## src/rtl/motor_dose_ctrl_pkg.sv

```systemverilog
// Shared definitions for the dose controller: channel indices, state
// encoding and small one-hot helpers used by the control FSM.
package motor_dose_ctrl_pkg;

    // Channel indices; bit positions in Motores / motor_on / flags
    localparam logic [1:0] CH_R = 2'd2;
    localparam logic [1:0] CH_G = 2'd1;
    localparam logic [1:0] CH_B = 2'd0;

    typedef enum logic [1:0] {
        ST_IDLE = 2'd0,
        ST_RUN  = 2'd1,
        ST_DONE = 2'd2,
        ST_ERR  = 2'd3
    } state_t;

    // One-hot pump/flag pattern for a channel index
    function automatic logic [2:0] onehot(input logic [1:0] ch);
        logic [2:0] v;
        case (ch)
            CH_R:    v = 3'b100;
            CH_G:    v = 3'b010;
            CH_B:    v = 3'b001;
            default: v = 3'b000;
        endcase
        return v;
    endfunction

    // True when two or more request bits are set at once
    function automatic logic multi_hot(input logic [2:0] m);
        return (m[0] & m[1]) | (m[0] & m[2]) | (m[1] & m[2]);
    endfunction

    // Channel index of a one-hot request; only meaningful when exactly one bit is set
    function automatic logic [1:0] ch_index(input logic [2:0] m);
        logic [1:0] c;
        if (m[2])
            c = CH_R;
        else if (m[1])
            c = CH_G;
        else
            c = CH_B;
        return c;
    endfunction

endpackage

```

## src/rtl/motor_dose_ctrl_tick_gen.sv

```systemverilog
// Dose-tick prescaler: counts 0..TICK_DIV-1 and pulses tick on the last
// count. Held at zero while clr is high so every run starts a full period.
module tick_gen #(
    parameter int TICK_DIV = 50000
) (
    input  logic clk,
    input  logic reset,
    input  logic clr,
    output logic tick
);

    localparam int CW = (TICK_DIV > 1) ? $clog2(TICK_DIV) : 1;
    localparam logic [CW-1:0] LAST = CW'(TICK_DIV - 1);

    logic [CW-1:0] pcnt;

    // Free-running modulo-TICK_DIV counter, forced to zero by clr
    always_ff @(posedge clk or posedge reset) begin
        if (reset)
            pcnt <= '0;
        else if (clr || (pcnt == LAST))
            pcnt <= '0;
        else
            pcnt <= pcnt + CW'(1);
    end

    assign tick = !clr && (pcnt == LAST);

endmodule

```

## src/rtl/motor_dose_ctrl.sv

```systemverilog
// Pump dose controller: on a one-hot request from the sequencing FSM it
// drives the matching pump for dose*TICK_DIV cycles, then raises that
// channel's dose-complete flag until the request is withdrawn.
//
// state | meaning
// IDLE  | waiting for a request, all outputs low
// RUN   | pump motor_on[ch] driven, counting dose ticks down
// DONE  | dose finished, flags[ch] high until request changes
// ERR   | multiple channels requested, wait for Motores == 000
import motor_dose_ctrl_pkg::*;

module motor_dose_ctrl #(
    parameter int TICK_DIV = 50000,
    parameter int DW       = 8
) (
    input  logic          clk,
    input  logic          reset,
    input  logic [2:0]    Motores,
    input  logic [DW-1:0] dose_r,
    input  logic [DW-1:0] dose_g,
    input  logic [DW-1:0] dose_b,
    output logic [2:0]    motor_on,
    output logic [2:0]    flags,
    output logic          busy,
    output logic          error
);

    state_t        state, state_nxt;
    logic [1:0]    ch, ch_nxt;
    logic [DW-1:0] cnt, cnt_nxt;
    logic [1:0]    req_ch;
    logic [DW-1:0] req_dose;
    logic          tick;
    logic          presc_clr;

    // Prescaler only runs in RUN, so each run begins with a fresh full tick period
    assign presc_clr = (state != ST_RUN);

    tick_gen #(
        .TICK_DIV(TICK_DIV)
    ) u_tick_gen (
        .clk  (clk),
        .reset(reset),
        .clr  (presc_clr),
        .tick (tick)
    );

    // State, latched channel and remaining-tick register
    always_ff @(posedge clk or posedge reset) begin
        if (reset) begin
            state <= ST_IDLE;
            ch    <= CH_B;
            cnt   <= '0;
        end else begin
            state <= state_nxt;
            ch    <= ch_nxt;
            cnt   <= cnt_nxt;
        end
    end

    // Next-state decode plus outputs decoded from state/ch only
    always_comb begin
        state_nxt = state;
        ch_nxt    = ch;
        cnt_nxt   = cnt;
        motor_on  = 3'b000;
        flags     = 3'b000;
        busy      = 1'b0;
        error     = 1'b0;

        req_ch = ch_index(Motores);
        case (req_ch)
            CH_R:    req_dose = dose_r;
            CH_G:    req_dose = dose_g;
            default: req_dose = dose_b;
        endcase

        if (multi_hot(Motores)) begin
            state_nxt = ST_ERR;
        end else begin
            case (state)
                ST_IDLE: begin
                    if (Motores != 3'b000) begin
                        ch_nxt    = req_ch;
                        cnt_nxt   = req_dose;
                        // A zero dose completes without ever pulsing the pump
                        state_nxt = (req_dose == '0) ? ST_DONE : ST_RUN;
                    end
                end
                ST_RUN: begin
                    if (Motores != onehot(ch)) begin
                        state_nxt = ST_IDLE;
                    end else if (tick) begin
                        cnt_nxt = cnt - DW'(1);
                        if (cnt == DW'(1))
                            state_nxt = ST_DONE;
                    end
                end
                ST_DONE: begin
                    if (Motores != onehot(ch))
                        state_nxt = ST_IDLE;
                end
                ST_ERR: begin
                    if (Motores == 3'b000)
                        state_nxt = ST_IDLE;
                end
                default: state_nxt = ST_IDLE;
            endcase
        end

        case (state)
            ST_RUN: begin
                motor_on = onehot(ch);
                busy     = 1'b1;
            end
            ST_DONE: flags = onehot(ch);
            ST_ERR:  error = 1'b1;
            default: ;
        endcase
    end

endmodule

```

## config.mk

```make
export PLATFORM = sky130hd
export DESIGN_NAME = motor_dose_ctrl
export DESIGN_NICKNAME = d
export VERILOG_FILES = /design/src/rtl/motor_dose_ctrl_pkg.sv /design/src/rtl/motor_dose_ctrl_tick_gen.sv /design/src/rtl/motor_dose_ctrl.sv
export SDC_FILE = /design/constraint.sdc
export NUM_CORES = 1
export LEC_CHECK = 0
export CAP_MARGIN = 20
export CORE_ASPECT_RATIO = 0.75
export CORE_UTILIZATION = 27
export DETAILED_ROUTE_END_ITERATION = 12
export GPL_ROUTABILITY_DRIVEN = 0
export PLACE_DENSITY = 0.53
export SKIP_LAST_GASP = 1
export SYNTH_ARGS = -nofsm -noshare
export SYNTH_HDL_FRONTEND = slang
export SYNTH_SLANG_ARGS = --single-unit
```

## constraint.sdc

```tcl
create_clock -name clk -period 5.2 [get_ports clk]
set_input_delay 1.04 -clock clk [delete_from_list [all_inputs] [get_ports clk]]
set_output_delay 1.04 -clock clk [all_outputs]
set_load 0.005 [all_outputs]
```

======== After elaboration in Yosys (flattened, before gate mapping) ========
Cells that the tools add are included.
word-level totals
  input port bits ......................... 29
  bits in registers ....................... 28
  logic and storage cells ................. 70
  bits in writable memories ............... 0
  output and inout bits ................... 8
  bits in read-only memories .............. 0
  bits in latches ......................... 0
  memories ................................ 0
operators by class
  eq/ne operators ......................... 20
  div/mod/pow operators ................... 0
  order comparisons ....................... 0
  multiplexer cells ....................... 26
  reduce and logical (&&, ||, !) cells .... 12
  bitwise gates (word level) .............. 6
  shifts and indexed selects .............. 0
  $add $sub $neg .......................... 2
  multipliers ............................. 0
operators with widths
  operator               number
  $pmux 8 s2             2
  $mux 8                 3
  $mux 2                 9
  $mux 3                 6
  $add 16x1->16 const B  1
  $eq 16x16->1 const B   1
  $mux 16                1
  $reduce_and 5->1       2
  $ne 3x3->1 const B     3
  $pmux 3 s3             1
  $eq 2x2->1 const B     4
  $eq 8x1->1 const B     1
  $logic_not 8->1        1
  $ne 4x4->1 const B     2
  $pmux 2 s4             1
  $sub 8x1->8 const B    1
  $eq 2x1->1 const B     3
  $ne 2x2->1 const B     3
  $ne 3x3->1             2
  $logic_not 2->1        2
  $and 1x1->1            3
  $logic_not 3->1        1
  $mux 1                 3
  $reduce_and 3->1       1
  8 further kinds        9

======== Longest topological paths before layout ========
Gate-level depths: netlist (run 1).
  word-level depth ........................ 9
  gate-level depth with buffers ........... 7
  depth with buffers taken out ............ 6

======== Cells and area by module ========
A second synthesis (run 1) with hierarchy kept.
unflattened totals
  cells, all modules ...................... 222
  area, all modules ....................... 2000.7 µm²
by module, submodules not included
  module           seq. area each (µm²)  area each (µm²)  times used  cells each
  motor_dose_ctrl  300.3                 1189.9           1           139
  tick_gen         400.4                 810.8            1           83

======== Worst setup path after synthesis (run 1) ========
OpenSTA, ideal clock, no wires.
  kind .................................... input port to flip-flop
  start ................................... input Motores[1]
  end ..................................... register cnt[0]
  cell stages on the path ................. 6
  setup time .............................. 121 ps
  arrival time ............................ 2250 ps
  buffers on the path ..................... 1
  required time ........................... 5079 ps
  path slack .............................. 2829 ps
  cells stage by stage .................... buf_4 > inv_2 > or4_4 > o211ai_2 > o211ai_1 > a22o_1
between the ends
  longest elaborated chain between the ends .. 6
  elaborated cells between the ends (all ways) .. 17
  those cells by class .................... 5 x eq/ne; 5 x mux; 5 x bitwise; 2 x reduce/logical
ends and longest elaborated chain
  element                                          line                       source
  start, declared                                  motor_dose_ctrl.sv:18      input logic [2:0] Motores,
  $mux 1                                           motor_dose_ctrl_pkg.sv:39  else if (m[1])
  $mux 2                                           motor_dose_ctrl_pkg.sv:37  if (m[2])
  $eq 2x1->1 / $eq 2x2->1 (equally long branches)  motor_dose_ctrl.sv:72      case (req_ch)
  $pmux 8 s2                                       motor_dose_ctrl.sv:72
  $mux 8                                           motor_dose_ctrl.sv:83      if (Motores != 3'b000) begin
  $pmux 8 s2                                       motor_dose_ctrl.sv:81      case (state)
  end signal, assigned                             motor_dose_ctrl.sv:57      cnt <= cnt_nxt;
  end, declared                                    motor_dose_ctrl.sv:30      logic [DW-1:0] cnt, cnt_nxt;
Parallel ways exist; a longest one is shown, timed or not. The select of a mux whose other input is x is not followed.
A chain may end at the register's enable or synchronous reset.

======== Final worst setup path (run 1) ========
  start ................................... input Motores[1]
  end ..................................... register cnt[6]
Same word-level chain as after synthesis.

==> run metrics, run 1 <==
Die Ht 76.2 µm; MaxCap Viol Count 0; initial antenna violation count 0; run status finished, final reports clean; fraction of registers with async set/reset 100%; detailed placer's ending HPWL 3540 µm; first-pass iteration count of the detailed router 4; pin count of the biggest net entering global routing 23; number of antenna repair diodes 0; number of buffers inserted by port buffering 36; worst path arrival time 3580 ps; global-route congestion overflow total 0; startpoint kind of the worst setup timing path primary input; number of synthesized flops with an enable pin 0; global-route wire length before repair 7890 µm; Synth Net Count 254; clock-pin slew of the registers on the worst-case setup and hold paths 90 ps; Via density 4.86; remaining max-slew budget at the tightest pin 44.3%; Critical Path End Type flop; total routing resource utilization after global routing 12.7%; number of sinks handled by clock tree synthesis 28; Synth area leader sky130_fd_sc_hd__dfrtp_1; per-instance average area after synthesis 8.93 µm²; fraction of post-synthesis cell area in the top cell type by area 35.3%; count of pins over their slew limit 0; row count 26; Clk Latency, worst-skew pair 270 ps; DRC violations left 0; number of endpoints with negative hold slack in the final report 0; clock tree from TritonCTS yes; sum of routed wire length over all layers 4570 µm; Std-Cell Core Area 0.00696 mm²; clock tree skew after final layout 1.89 ps; setup repair after global routing missed its margin no; final net count 285; largest cells by area after synthesis sky130_fd_sc_hd__dfrtp_1 (35%), sky130_fd_sc_hd__nor2_1 (4.9%), sky130_fd_sc_hd__mux2i_1 (4.5%), sky130_fd_sc_hd__mux2_2 (3.4%), sky130_fd_sc_hd__nand3_1 (3.3%); post-route core utilization 35.7%; commonest non-fill, non-tap cell in the layout sky130_fd_sc_hd__clkdlybuf4s50_1; maximum single-stage delay on the critical path 840 ps; Layout Area Growth over Synthesis 25.3%; period utilization 64.8%; Bufs and invs on worst path 1; Post-CTS Hold Fix Bufs 0; Syn. warnings 0; number of H-tree levels 1; post-route minimum period 3370 ps; most used flip-flop cell after synthesis sky130_fd_sc_hd__dfrtp_1; cell type of the slowest stage on the worst timing path sky130_fd_sc_hd__clkdlybuf4s50_1; cell count after synthesis 222; chain of cells forming the critical path clkdlybuf4s50_1 > maj3_2 > a211o_1 > a21oi_2 > and2_1 > a22o_1; count of boundary I/O pins 37; detail-routed net length per standard cell 13.1 µm; CTS max path bufs 2; number of distinct standard cells referenced by the synthesized netlist 54; Power Density 349 mW/mm²; portion of the post-synthesis area used by sequential elements 35.3%; post-cts repair resize count 0; count of antenna-violating nets left after detailed routing 0; buffer cell driving the clock tree root sky130_fd_sc_hd__clkbuf_8; width of the die 101 µm; worst vdd rail ir drop 0.210 mV; Initial Util 28.5%; routed via count 1702; number of storage elements in the synthesis netlist 28; setup TNS 0 ps; violation count after the first detailed-route iteration 93; number of global-route vias before repair 1619; post-CTS setup buffer count 0; start-to-end type of the worst setup path in2reg; top library cells by usage in the layout, fill and taps aside sky130_fd_sc_hd__clkdlybuf4s50_1 (36), sky130_fd_sc_hd__dfrtp_1 (28), sky130_fd_sc_hd__nor2_1 (26), sky130_fd_sc_hd__nand3_1 (13), sky130_fd_sc_hd__nand2_1 (11); fraction of final layout cells sized beyond drive strength 1 7.94%; number of clock buffers inserted by TritonCTS 3; worst-path maximum fanout 20; Post-Syn Area 0.00198 mm²; slew at the pin with the worst max-slew slack 832 ps; Die ar. 0.00770 mm²; Leakage Power 0.968 nW; CP top delay family buffers and inverters; setup-violating endpoint count in the final report 0; maximum frequency from static timing analysis 0.297 GHz; critical path required time 5410 ps; Hold Path Class reg2reg
## cells in the mapped netlist, types with 3 or more instances
cell type / instances
sky130_fd_sc_hd__dfrtp_1: 28
sky130_fd_sc_hd__nor2_1: 26
sky130_fd_sc_hd__nand3_1: 13
sky130_fd_sc_hd__nand2_1: 11
sky130_fd_sc_hd__mux2i_1: 9
sky130_fd_sc_hd__o21ai_0: 9
sky130_fd_sc_hd__inv_1: 8
sky130_fd_sc_hd__xnor2_1: 7
sky130_fd_sc_hd__xor2_1: 7
sky130_fd_sc_hd__a21oi_1: 6
sky130_fd_sc_hd__a22o_1: 6
sky130_fd_sc_hd__buf_2: 6
sky130_fd_sc_hd__mux2_2: 6
sky130_fd_sc_hd__nand4_1: 5
sky130_fd_sc_hd__and2_1: 4
sky130_fd_sc_hd__nand2b_1: 4
sky130_fd_sc_hd__nor3_1: 4
sky130_fd_sc_hd__o31ai_1: 4
sky130_fd_sc_hd__a31oi_1: 3
sky130_fd_sc_hd__and3_1: 3
sky130_fd_sc_hd__and4_1: 3
sky130_fd_sc_hd__clkbuf_1: 3
sky130_fd_sc_hd__ha_1: 3
sky130_fd_sc_hd__o22ai_1: 3
sky130_fd_sc_hd__or3_1: 3
## cell type report
class                           count  area, µm²
Multi-Input combinational cell    171       1170
Sequential cell                    28        701
Timing Repair Buffer               39        403
Tap cell                           98        123
Clock buffer                        4       55.1
Fill cell                         723       4480
Inverter                           10       37.5
## final timing paths
path                       cells past startpoint  slack, ps                          from                             to
min                                            1        460  u_tick_gen.pcnt[0]$_DFF_PP0_   u_tick_gen.pcnt[0]$_DFF_PP0_
max                                            6       1830                    Motores[1]             cnt[6]$_DFFE_PP0P_
max reg2reg                                    6       2810          state[1]$_DFFE_PP0P_             cnt[6]$_DFFE_PP0P_
max in group asynchronous                      3       3650                         reset              ch[0]$_DFFE_PP0P_
min reg2reg                                    1        460  u_tick_gen.pcnt[0]$_DFF_PP0_   u_tick_gen.pcnt[0]$_DFF_PP0_
min in group asynchronous                      2       1080                         reset  u_tick_gen.pcnt[13]$_DFF_PP0_
## worst register-to-register path: cells and delay by family, from the launching register on
kind	cells	cell delay (ps)
AOI/OAI and AO/OA	2	550
and+or+nand+nor	2	870
buffers and inverters	2	410
DFF	1	500
## sequential cells by signal (all words and copies together), names as in the netlist
register,flops
u_tick_gen.pcnt,16
cnt,8
ch,2
state,2
## routing by layer
layer / GRT usage, % / part of all wire (%)
met2: 17.3 / 41
met4: 1.59 / 0.52
met1: 20.0 / 53
met3: 3.39 / 5.2
met5: 0 / 0
## logic make-up (layout without fill, tap and decap cells)
| kind of cell | after synthesis | count (layout) | share of synthesized area [%] |
|---|---|---|---|
| AOI/OAI and AO/OA | 49 | 49 | 17.5 |
| and+or+nand+nor | 87 | 87 | 23.6 |
| muxes | 17 | 17 | 9.09 |
| buffers and inverters | 23 | 53 | 5.87 |
| xor gates and xnor gates | 14 | 14 | 6.18 |
| adders and majority gates | 4 | 4 | 2.46 |
| DFF | 28 | 28 | 35.3 |
## through the flow
step	total power, mW	cell area (µm²)	hold WS, ps	worst slack, ps	cells
2_1_floorplan	0.610	1980	424	2830	222
3_3_place_gp	0.737	2400	443	1560	345
3_5_place_dp	0.737	2430	449	1530	346
4_1_cts	0.874	2480	462	1830	350
5_1_grt	0.941	2480	480	1700	350
6_report	0.866	2480	459	1830	350
## power breakdown
part / internal (mW) / total [mW] / switching, mW
clock network: 0.0677 / 0.132 / 0.0641
logic: 0.177 / 0.398 / 0.221
registers: 0.268 / 0.336 / 0.0686
total: 0.512 / 0.866 / 0.354
Note: power is estimated with default switching activity, not from simulation.
==> run 2, diff against run 1 <==
==> constraint.sdc (replaced) <==
create_clock -name clk -period 3.5 [get_ports clk]
set_input_delay 0.7 -clock clk [delete_from_list [all_inputs] [get_ports clk]]
set_output_delay 0.7 -clock clk [all_outputs]
set_load 0.005 [all_outputs]
==> run 2 against run 1 <==
Compared with the run above: register-to-register slack got worse by 1700 ps; non-clock buffer count rose by 3; first-iteration DRC count fell by 44%; cell area rose by 0.76%; sequential share of layout area fell by 0.21 points; worst setup slack got worse by 1000 ps; combinational power rose by 48%; core utilization rose by 0.27 points; critical path type is now reg2out; power rose by 56%; routed wire length rose by 3.8%.
==> run metrics, run 2 (synthesized netlist as in run 1, its figures left out) <==
worst-path maximum fanout 12 (-40%); Std-Cell Core Area 0.00696 mm² (unchanged); Power Density 541 mW/mm² (+55%); Post-CTS Hold Fix Bufs 0 (unchanged); Clk Latency, worst-skew pair 290 ps (+20 ps); fraction of final layout cells sized beyond drive strength 1 9.02% (+1.1 points); remaining max-slew budget at the tightest pin 63.1% (+19 points); number of H-tree levels 1 (unchanged); commonest non-fill, non-tap cell in the layout sky130_fd_sc_hd__clkdlybuf4s50_1; critical path required time 2800 ps (-2610 ps); worst hold path cell count 1 (unchanged); number of global-route vias before repair 1667 (+3.0%); slew at the pin with the worst max-slew slack 553 ps (-279 ps); count of cells along the worst register-to-register path 6 (unchanged); period utilization 76.6%; detailed placer's ending HPWL 3560 µm (+0.67%); total routing resource utilization after global routing 13.2% (+0.53 points); initial antenna violation count 0 (unchanged); post-cts repair resize count 0 (unchanged); global-route congestion overflow total 0 (unchanged); row count 26 (unchanged); flip-flop count of the largest register, all copies and words added 16 (unchanged); DRC violations left 0 (unchanged); routed via count 1743 (+2.4%); final standard cell count with taps included and fillers excluded 353 (+0.86%); pin count of the biggest net entering global routing 29 (+26%); start-to-end type of the worst setup path reg2out; setup-violating endpoint count in the final report 0 (unchanged); global-route wire length before repair 8220 µm (+4.2%); post-layout total power 1.35 mW (+56%); largest registers u_tick_gen.pcnt: 16 flops, cnt: 8 flops; Die ar. 0.00770 mm² (unchanged); register with the most flip-flops u_tick_gen.pcnt; clock tree skew after final layout 13.6 ps (+11.7 ps); top library cells by usage in the layout, fill and taps aside sky130_fd_sc_hd__clkdlybuf4s50_1 (36), sky130_fd_sc_hd__dfrtp_1 (28), sky130_fd_sc_hd__nor2_1 (26), sky130_fd_sc_hd__nand3_1 (13), sky130_fd_sc_hd__nand2_1 (11); Layout Area Growth over Synthesis 26.2%; post-CTS setup buffer count 0 (unchanged); post-route minimum period 2680 ps; sum of routed wire length over all layers 4750 µm (+3.8%); number of buffers inserted by port buffering 36 (unchanged); worst path arrival time 1980 ps (-1600 ps); CTS max path bufs 2 (unchanged); worst vdd rail ir drop 0.327 mV (+56%); startpoint of the lowest-slack register-to-register path state[1]$_DFFE_PP0P_; detail-routed net length per standard cell 13.4 µm (+2.9%); clock-pin slew of the registers on the worst-case setup and hold paths 110 ps (+20 ps); start point of the critical path state[1]$_DFFE_PP0P_; violation count after the first detailed-route iteration 52 (-44%); final net count 288 (+1.1%); number of endpoints with negative hold slack in the final report 0 (unchanged); Cell Count Post-Placement 349 (+0.87%); count of pins over their slew limit 0 (unchanged); maximum frequency from static timing analysis 0.373 GHz; worst reg2reg endpoint cnt[4]$_DFFE_PP0P_; Via density 4.94 (+1.5%); setup TNS 0 ps (unchanged); count of boundary I/O pins 37 (unchanged); MaxCap Viol Count 0 (unchanged); Die Ht 76.2 µm (unchanged); first-pass iteration count of the detailed router 4 (unchanged); run status finished, final reports clean; count of antenna-violating nets left after detailed routing 0 (unchanged); Critical Path End Type primary output; number of sinks handled by clock tree synthesis 28 (unchanged); capturing element of the worst setup path motor_on[0]; Leakage Power 0.981 nW (+1.4%); width of the die 101 µm (unchanged); buffer cell driving the clock tree root sky130_fd_sc_hd__clkbuf_8; setup repair after global routing missed its margin no; startpoint kind of the worst setup timing path flop; Hold Path Class reg2reg; r2r setup slk 1110 ps (-1700 ps); number of clock buffers inserted by TritonCTS 3 (unchanged); Initial Util 28.5% (unchanged); clock tree from TritonCTS yes; number of antenna repair diodes 0 (unchanged)
-- run 2: changes by cell type in the layout (fill, tap and decap cells not counted) --
cell	before	now
sky130_fd_sc_hd__buf_4	2	6
sky130_fd_sc_hd__buf_16	1	0
sky130_fd_sc_hd__bufinv_16	0	1
sky130_fd_sc_hd__clkbuf_8	4	3
-- run 2: critical path: stages, from the launching register on --
cell and delay (ps):
sky130_fd_sc_hd__dfrtp_1 480, sky130_fd_sc_hd__nand2b_1 430, sky130_fd_sc_hd__nor3_1 250, sky130_fd_sc_hd__clkdlybuf4s50_1 530
-- run 2: where the power goes --
| group | switching, mW | internal (mW) |
|---|---|---|
| logic | 0.329 | 0.260 |
| clock network | 0.112 | 0.153 |
| registers | 0.101 | 0.397 |
| total | 0.542 | 0.811 |
-- run 2: per-stage QoR --
step | hold WS, ps | cell area, µm² | worst slack (ps) | util, %
6_report | 459 | 2500 | 818 | 36.0
5_1_grt | 504 | 2500 | 692 | 36.0
4_1_cts | 470 | 2500 | 829 | 36.0
3_5_place_dp | 454 | 2430 | 610 | 34.9
3_3_place_gp | 449 | 2430 | 610 | 34.9
2_1_floorplan | 424 | 1980 | 1470 | -
-- run 2: metal layers --
layer / vias to the layer above / wire length [µm] / track usage, %
li1: 876 / - / -
met1: 836 / 2570 / 20.9
met2: 31 / 2000 / 18.9
met3: 0 / 177 / 2.57
met4: 0 / 0 / 1.30
met5: - / 0 / 0
-- run 2: layout make-up --
type | count | area [µm²]
fill | 752 | 4460
inverter | 10 | 37.5
clock buffer | 3 | 41.3
sequential | 28 | 701
clock inverter | 1 | 30.0
tap | 98 | 123
timing repair buffer | 42 | 405
multi-input combinational | 171 | 1170
-- run 2: worst min-delay path by stage --
stage	start	to	slack (ps)
after detailed placement	u_tick_gen.pcnt[0]$_DFF_PP0_	u_tick_gen.pcnt[0]$_DFF_PP0_	450
after floorplan	u_tick_gen.pcnt[0]$_DFF_PP0_	u_tick_gen.pcnt[0]$_DFF_PP0_	420
after global routing	u_tick_gen.pcnt[0]$_DFF_PP0_	u_tick_gen.pcnt[0]$_DFF_PP0_	500
after CTS	u_tick_gen.pcnt[0]$_DFF_PP0_	u_tick_gen.pcnt[0]$_DFF_PP0_	470
after global placement	u_tick_gen.pcnt[0]$_DFF_PP0_	u_tick_gen.pcnt[0]$_DFF_PP0_	450
final	u_tick_gen.pcnt[0]$_DFF_PP0_	u_tick_gen.pcnt[0]$_DFF_PP0_	460
